--- src/rtl/gray_decoder.sv ---
// gray_decoder: streaming Gray-to-binary decoder with a valid/ready handshake
// and one registered output stage.
// Optional step checker enabled by defining GRAYDEC_STEP_CHECK_EN: flags
// repeated codes and multi-bit steps between consecutive accepted words, and
// keeps a saturating, clearable count of the multi-bit steps.
module gray_decoder #(
  parameter int WIDTH = 4,
  parameter int CNT_W = 8
) (
  input  logic             clk,
  input  logic             rst_n,
  input  logic             in_valid,
  output logic             in_ready,
  input  logic [WIDTH-1:0] gray_in,
  output logic             out_valid,
  input  logic             out_ready,
  output logic [WIDTH-1:0] bin_out,
  output logic             repeat_flag,
  output logic             step_err,
  output logic [CNT_W-1:0] err_count,
  input  logic             clr_err
);

  logic accept;

  // Prefix XOR from the MSB down: bin[i] = bin[i+1] ^ g[i].
  function automatic logic [WIDTH-1:0] gray2bin(input logic [WIDTH-1:0] g);
    logic [WIDTH-1:0] b;
    b = '0;
    b[WIDTH-1] = g[WIDTH-1];
    for (int unsigned k = 1; k < WIDTH; k++) begin
      b[WIDTH-1-k] = b[WIDTH-k] ^ g[WIDTH-1-k];
    end
    return b;
  endfunction

  // The output register can take a word when empty or draining this cycle.
  assign in_ready = !out_valid || out_ready;
  assign accept   = in_valid && in_ready;

  // Output stage: load on accept, otherwise drop valid once delivered.
  always_ff @(posedge clk or negedge rst_n) begin
    if (!rst_n) begin
      out_valid <= 1'b0;
      bin_out   <= '0;
    end else if (accept) begin
      out_valid <= 1'b1;
      bin_out   <= gray2bin(gray_in);
    end else if (out_ready) begin
      out_valid <= 1'b0;
    end
  end

`ifdef GRAYDEC_STEP_CHECK_EN
  logic [WIDTH-1:0] prev_gray;
  logic             has_prev;
  logic [WIDTH-1:0] diff;
  logic             multi_bit;
  logic             step_hit;

  assign diff      = gray_in ^ prev_gray;
  // x & (x-1) clears the lowest set bit; anything left means >1 bit differs.
  assign multi_bit = |(diff & (diff - WIDTH'(1)));
  assign step_hit  = has_prev && multi_bit;

  // Remember the last accepted code and flag repeats / multi-bit steps.
  always_ff @(posedge clk or negedge rst_n) begin
    if (!rst_n) begin
      prev_gray   <= '0;
      has_prev    <= 1'b0;
      repeat_flag <= 1'b0;
      step_err    <= 1'b0;
    end else if (accept) begin
      prev_gray   <= gray_in;
      has_prev    <= 1'b1;
      repeat_flag <= has_prev && (diff == '0);
      step_err    <= step_hit;
    end
  end

  // Saturating error counter; a clear coinciding with an error leaves 1.
  always_ff @(posedge clk or negedge rst_n) begin
    if (!rst_n) begin
      err_count <= '0;
    end else if (clr_err) begin
      err_count <= (accept && step_hit) ? CNT_W'(1) : '0;
    end else if (accept && step_hit && (err_count != '1)) begin
      err_count <= err_count + CNT_W'(1);
    end
  end
`else
  logic unused_clr_err;

  assign repeat_flag    = 1'b0;
  assign step_err       = 1'b0;
  assign err_count      = '0;
  assign unused_clr_err = clr_err;
`endif

endmodule

--- config.mk ---
export PLATFORM = sky130hd
export DESIGN_NAME = gray_decoder
export DESIGN_NICKNAME = d
export VERILOG_FILES = /design/src/rtl/gray_decoder.sv
export SDC_FILE = /design/constraint.sdc
export NUM_CORES = 1
export LEC_CHECK = 0
export ABC_AREA = 1
export BUFFER_PORTS_ARGS = -buffer_cell sky130_fd_sc_hd__buf_4
export CAP_MARGIN = 20
export CORE_AREA = 2 2 39 41
export CTS_BUF_LIST = sky130_fd_sc_hd__clkbuf_4
export CTS_CLUSTER_DIAMETER = 120
export CTS_CLUSTER_SIZE = 8
export DETAILED_ROUTE_END_ITERATION = 7
export DIE_AREA = 0 0 41 43
export SETUP_SLACK_MARGIN = 0.1
export SLEW_MARGIN = 10
export SYNTH_ARGS = -nofsm -noshare
export SYNTH_HDL_FRONTEND = slang
export SYNTH_SLANG_ARGS = --single-unit
export TNS_END_PERCENT = 30
--- constraint.sdc ---
create_clock -name clk -period 1.73 [get_ports clk]
set_input_delay 0.2595 -clock clk [delete_from_list [all_inputs] [get_ports clk]]
set_output_delay 0.2595 -clock clk [all_outputs]
set_load 0.01 [all_outputs]
* Word level (Yosys, flattened, before mapping) *
Index checks and enable logic that the tools add are counted.

word-level totals
  register bits after elaboration = 5
  input bits = 9
  logic and storage cells = 11

operators by class
  reductions and logical operators = 4
  multiplexer cells = 2
  bitwise gates (word level) = 3

operators with widths
  cell                number
  1-bit bitwise XOR   3
  1-bit two-way mux   2
  2-bit nonzero test  1
  1-bit logical AND   1
  1-bit logical NOT   1
  1-bit logical OR    1

* Longest topological paths before layout *
Gate-level depths: netlist of run 1.

  word-level depth = 4
  gate-level depth with buffers = 7
  gate-level depth less buffers = 7

* Worst setup path after synthesis of run 1 *
Ideal clock, no wire load.

  kind = register to register
  start = register out_valid
  end = register bin_out[1]
  clock period less this slack = 0.924 ns
  arrival = 0.842 ns
  setup slack = 0.806 ns
  required time = 1.648 ns
  buffers on the path = 0
  cell stages (with the launch flop) = 6
  cells stage by stage = dfrtp_1 -> nand2_2 -> nand2_2 -> inv_2 -> nor2_1 -> a31oi_1

between the ends
  word-level cells in the longest chain between the ends = 3

RTL lines
  item                    RTL line  RTL
  from (decl)             15        output logic out_valid,
  from (signal assigned)  44        out_valid <= 1'b0;
  from (signal assigned)  47        out_valid <= 1'b1;
  from (signal assigned)  50        out_valid <= 1'b0;
  1-bit logical NOT       38        assign in_ready = !out_valid || out_ready;
  1-bit logical OR        38
  via in_ready            13        output logic in_ready,
  1-bit logical AND       39        assign accept = in_valid && in_ready;
  to (signal assigned)    48        bin_out <= gray2bin(gray_in);
  to (decl)               17        output logic [WIDTH-1:0] bin_out,

The timed path passes the listed nets, and every way through them passes these cells.
A chain may end at the register's enable or synchronous reset.

* Worst setup path in the final report of run 1 *
  start = register out_valid
  end = output in_ready

between the ends
  word-level cells in the longest chain between the ends = 2

RTL lines
  item               RTL line
  1-bit logical NOT  38
  1-bit logical OR   38
  to (decl)          13

No other way between the ends.

==> results of run 1 <==
## path summary, 6_finish.rpt
check | from | to | slack (ns) | cells past startpoint
max | out_valid$_DFFE_PN0P_ | in_ready | 0.63 | 2
min | in_valid | out_valid$_DFFE_PN0P_ | 0.28 | 3
max reg2reg | out_valid$_DFFE_PN0P_ | bin_out[1]$_DFFE_PN0P_ | 0.82 | 5
min reg2reg | bin_out[0]$_DFFE_PN0P_ | bin_out[0]$_DFFE_PN0P_ | 0.48 | 2
max in group asynchronous | rst_n | out_valid$_DFFE_PN0P_ | 1.27 | 2
min in group asynchronous | rst_n | bin_out[0]$_DFFE_PN0P_ | 0.35 | 2
## per-layer routing
metal | global-route usage, % | share of wire, % | routed length (um)
met4 | 8.00 | 4.2 | 25
met2 | 9.69 | 42 | 250
met5 | 0 | 0 | 0
met3 | 3.14 | 14 | 84
met1 | 9.48 | 39 | 228
## flip-flops by register name, indices dropped and copies added, names as in the netlist
signal     cells
bin_out        4
out_valid      1
## power by group through the flow
stage	clock network [W]	registers, W	logic (W)
3_5_place_dp	0	0.000146	0.000104
3_3_place_gp	0	0.000146	0.000102
5_1_grt	0.000164	0.000146	0.000117
4_1_cts	0.000155	0.000144	0.000106
6_report	0.000149	0.000144	0.000104
2_1_floorplan	0	0.000154	0.0000598
## worst max-delay path: stages (launching register included)
cell and delay (ns):
dfrtp_1 0.38, nand2_2 0.10, buf_4 0.12
## cells in the final DEF, fill, tap and decap left out, drive strengths merged
master | netlist | layout
clkbuf | 0 | 4
conb | 1 | 10
o21ai | 1 | 1
dlygate4sd3 | 0 | 1
inv | 6 | 6
a31oi | 2 | 2
dfrtp | 5 | 5
buf | 10 | 13
nor2 | 2 | 2
nand2 | 12 | 12
nand3 | 4 | 4
## logic make-up after synthesis
kind of cell,synth area share [%]
compound gates,5.28
flops,37.7
simple gates,26.4
other cells,1.13
buf+inv,29.4
## through the flow
stage | hold WS [ns] | setup slack [ns] | power, W | cells
5_1_grt | 0.299 | 0.585 | 0.000427 | 76
6_report | 0.285 | 0.632 | 0.000398 | 76
4_1_cts | 0.282 | 0.616 | 0.000406 | 76
2_1_floorplan | -0.0361 | 0.806 | 0.000214 | 52
3_3_place_gp | 0.0637 | 0.822 | 0.000247 | 71
3_5_place_dp | 0.0645 | 0.812 | 0.000250 | 71
## synth_stat cells
library cell,number,area share (%)
nand2_1,10,11
nand3_2,2,6.0
conb_1,1,1.1
inv_1,4,4.5
nand3_1,2,3.0
a31oi_1,2,3.8
inv_2,2,2.3
nor2_1,2,2.3
dfrtp_1,5,38
nand2_2,2,3.8
buf_4,10,23
o21ai_0,1,1.5
## final cells by class
| class | instances | area share [%] |
|---|---|---|
| multi-input cells | 31 | 31.8 |
| flip-flops and latches | 5 | 27.9 |
| repair buffers | 14 | 24.0 |
| clock buffers | 4 | 6.70 |
| inverters | 6 | 5.03 |
| well taps | 16 | 4.47 |
## repair_timing
action                                 CTS  global route
hold buffers                             1             0
setup endpoints to repair                0             0
endpoints found under the hold margin    5             0
==> metrics.cfg, run 1 <==
[sta]
period_needed_ns=1.10
setup_tns_ns=0
rsz0062_at_grt=no
post-route-period-util_pct=63.5
fmax_mhz=910
fin_worst_skew_ns=0.00287
setup_viol=0
maxSlewViolCount=0
finalHoldViolations=0

[clocking]
tritoncts=built
post_cts_resized=0
clock-sinks=5
numCtsBuffers=3
path_clk_slew_ns=0.04
cts-root-buf=clkbuf_4
clk_latency_ns=0.24
cts_setup_buffers=0
h-tree-depth=1
cts_buffer_depth=2

[route]
drt_iter0_drc=3
via_per_inst=3.71
drtAntennaViolNets=0
drt_wl_total_um=589
via_count=282
wl_per_cell_um=7.75
drt_pass1_iterations=2
drc=0

[floorplan]
rows=14
die_height_um=43
io_pins=25
core-area_sq_um=1380
fp.dieW_um=41
die-area_sq_um=1760
start_util_pct=24.0

[power_and_ir_drop]
power_leakage_nw=0.259
p_sw_share_pct=27.9
p_switching_w=0.000111
p_seq_share_pct=36.3
pwr-share-comb_pct=26.2
p_int_w=0.000287
pwr-share-clk_pct=37.5
p_per_area_nw_per_um2=888
ir_drop_mv=0.213

[synthesis]
seq_area_frac_synth_pct=37.7
syn_inst=43
syn_area_per_cell_sq_um=7.71
ys_types=12
yosysWarnings=0
syn_area_sq_um=332
synth-seq-cells=5

[job]
maxCapViolCount=0

[placed_design]
dp_hpwl_um=513
port_buffers=13
finalWeightedCongestion=0.639
place_area_sq_um=408

[global_routing]
grt_pass1_wl_um=855
antenna_found_initial=0
grt_max_degree=6
grt_pass1_vias=220
grt_usage_pct=7.87
grt-ovfl-total=0

[cells_and_area]
multi_input_area_sq_um=143
layout-drive-gt1-share_pct=38.3
n_fill_cell=165
area_growth_pct=35.1
seqCellArea_sq_um=125
final_cell_area_sq_um=448
diodes=0
utilization_pct=32.4
final_nets=70

[worst_setup_path]
critPathMaxFanout=3
path_class=reg -> out
start_kind=flip-flop
cp.arrival_ns=0.84
cp-end-kind=output port
worstPathRequired_ns=1.47

[run_status]
status=finished clean

[worst_hold_path]
hp-class=in -> reg

No activity file was read; power rests on OpenSTA's default activity.
==> run 2, diff against run 1 <==
clock period = 1.1 ns   (was 1.73 ns; I/O delays follow)
==> run 2 against run 1 <==
Via count shrank 1.1%. Core utilization increased by 0.81 points. First-iteration DRC count increased by 67%. Flip-flop and latch count unchanged. Register-to-register slack lost 0.64 ns. Sequential power is 58% higher. Critical endpoint unchanged. Largest power group unchanged. Highest routed layer unchanged.
==> metrics.cfg, run 2 (synthesis gave the netlist of run 1 again) <==
[cells_and_area]
fin_cells=77  ; was 76
final_common_cell=buf_4  ; unchanged
layout-drive-gt1-share_pct=39.3  ; was 38.3%
diodes=0  ; unchanged
area_growth_pct=38.5  ; was 35.1%
seqCellArea_sq_um=125  ; unchanged
largestRegisters=bin_out: 4 flops, out_valid: 1 flops  ; unchanged
final_nets=71  ; was 70
largest_register_ff_count=4  ; unchanged
n_fill_cell=161  ; was 165
multi_input_area_sq_um=143  ; unchanged
layout_common_cells=13 x buf_4, 10 x nand2_1, 10 x conb_1  ; unchanged
regMostFlops=bin_out  ; unchanged

[worst_setup_path]
r2r_setup_slack_ns=0.18  ; was 0.82 ns
cp.arrival_ns=0.82  ; was 0.84 ns
cp-end-kind=output port  ; unchanged
reg2reg_depth=5  ; unchanged
worstPathRequired_ns=0.94  ; was 1.47 ns
start_kind=flip-flop  ; unchanged
path_class=reg -> out  ; unchanged
timing.rr.start=out_valid$_DFFE_PN0P_  ; unchanged
r2r_end=bin_out[1]$_DFFE_PN0P_  ; unchanged
critPathMaxFanout=3  ; unchanged
crit_start=out_valid$_DFFE_PN0P_  ; unchanged

[sta]
setup_tns_ns=0  ; unchanged
period_needed_ns=0.981
setup_viol=0  ; unchanged
finalHoldViolations=0  ; unchanged
rsz0062_at_grt=yes  ; was no
fin_worst_skew_ns=0.00180  ; was 0.00287 ns
fmax_mhz=1020
maxSlewViolCount=0  ; unchanged
post-route-period-util_pct=89.1

[route]
drtAntennaViolNets=0  ; unchanged
drt_pass1_iterations=4  ; was 2
wl_per_cell_um=7.74  ; was 7.75 um
via_per_inst=3.62  ; was 3.71
via_count=279  ; was 282
drc=0  ; unchanged
drt_wl_total_um=596  ; was 589 um
drt_iter0_drc=5  ; was 3

[clocking]
tritoncts=built  ; unchanged
numCtsBuffers=3  ; unchanged
cts_buffer_depth=2  ; unchanged
h-tree-depth=1  ; unchanged
clock-sinks=5  ; unchanged
cts-root-buf=clkbuf_4  ; unchanged
path_clk_slew_ns=0.04  ; about the same
clk_latency_ns=0.24  ; about the same

[placed_design]
dp_hpwl_um=513  ; unchanged
port_buffers=13  ; unchanged
placed_cells_incl_taps=71  ; unchanged
finalWeightedCongestion=0.638  ; was 0.639

[worst_hold_path]
hold_depth=4  ; was 3
hp-class=in -> reg  ; unchanged
holdPathEnd=bin_out[0]$_DFFE_PN0P_  ; was out_valid$_DFFE_PN0P_
min_from=gray_in[0]  ; was in_valid

[power_and_ir_drop]
ir_drop_mv=0.337  ; was 0.213 mV
p_per_area_nw_per_um2=1370  ; was 888 nW/um^2
power_leakage_nw=0.265  ; was 0.259 nW
total_power_w=0.000631  ; was 0.000398 W

[run_status]
status=finished clean  ; unchanged

[floorplan]
rows=14  ; unchanged
io_pins=25  ; unchanged
start_util_pct=24.0  ; unchanged
die-area_sq_um=1760  ; unchanged
die_height_um=43  ; unchanged
fp.dieW_um=41  ; unchanged
core-area_sq_um=1380  ; unchanged

[global_routing]
grt_usage_pct=7.87  ; unchanged
grt-ovfl-total=0  ; unchanged
antenna_found_initial=0  ; unchanged
grt_pass1_vias=222  ; was 220
grt_pass1_wl_um=855  ; unchanged
grt_max_degree=6  ; unchanged

[job]
maxCapViolCount=0  ; unchanged

[run 2: per-stage QoR]
step,cell area [sq um],hold slack (ns),util (%),worst slack (ns)
2_1_floorplan,365,-0.131,-,0.176
3_5_place_dp,408,-0.0300,29.5,0.182
5_1_grt,459,0.204,33.2,0.0690
6_report,459,0.192,33.2,0.119
3_3_place_gp,408,-0.0308,29.5,0.213
4_1_cts,459,0.187,33.2,0.103
[run 2: how the worst max path moves through the flow]
stage | end | slack [ns] | cells after the start
2_1_floorplan | bin_out[1]$_DFFE_PN0P_ | 0.18 | 5
3_3_place_gp | bin_out[1]$_DFFE_PN0P_ | 0.21 | 5
3_5_place_dp | bin_out[1]$_DFFE_PN0P_ | 0.18 | 5
4_1_cts | in_ready | 0.10 | 2
5_1_grt | in_ready | 0.07 | 2
6_report | in_ready | 0.12 | 2
[run 2: final cells by class]
type                       count  share of cell area, %
clock buffer                   4                   6.54
inverter                       6                   4.90
multi-input combinational     31                   31.1
sequential                     5                   27.2
tap                           16                   4.36
timing repair buffer          15                   25.9
[run 2: report_power, final]
| part | switching [W] | internal, W |
|---|---|---|
| Clock | 0.0000722 | 0.000162 |
| Combinational | 0.0000880 | 0.0000824 |
| Sequential | 0.0000148 | 0.000212 |
| Total | 0.000175 | 0.000456 |
[run 2: worst max-delay path: stages (launching register included)]
cell and delay (ns):
dfrtp_1 0.38, nand2_2 0.09, buf_6 0.10
[run 2: per-layer routing]
layer / GRT usage [%] / share of wire (%)
met1: 9.48 / 39
met2: 9.69 / 46
met3: 3.14 / 14
met4: 8.00 / 0.84
met5: 0 / 0
[run 2: timing repair]
action	4_1_cts	5_1_grt
cloned	0	0
resized for setup	1	0
pin swaps	1	0
endpoints found under the setup margin	1	1
setup buffers	1	0
hold buffers	1	0
hold endpoints to repair	5	0
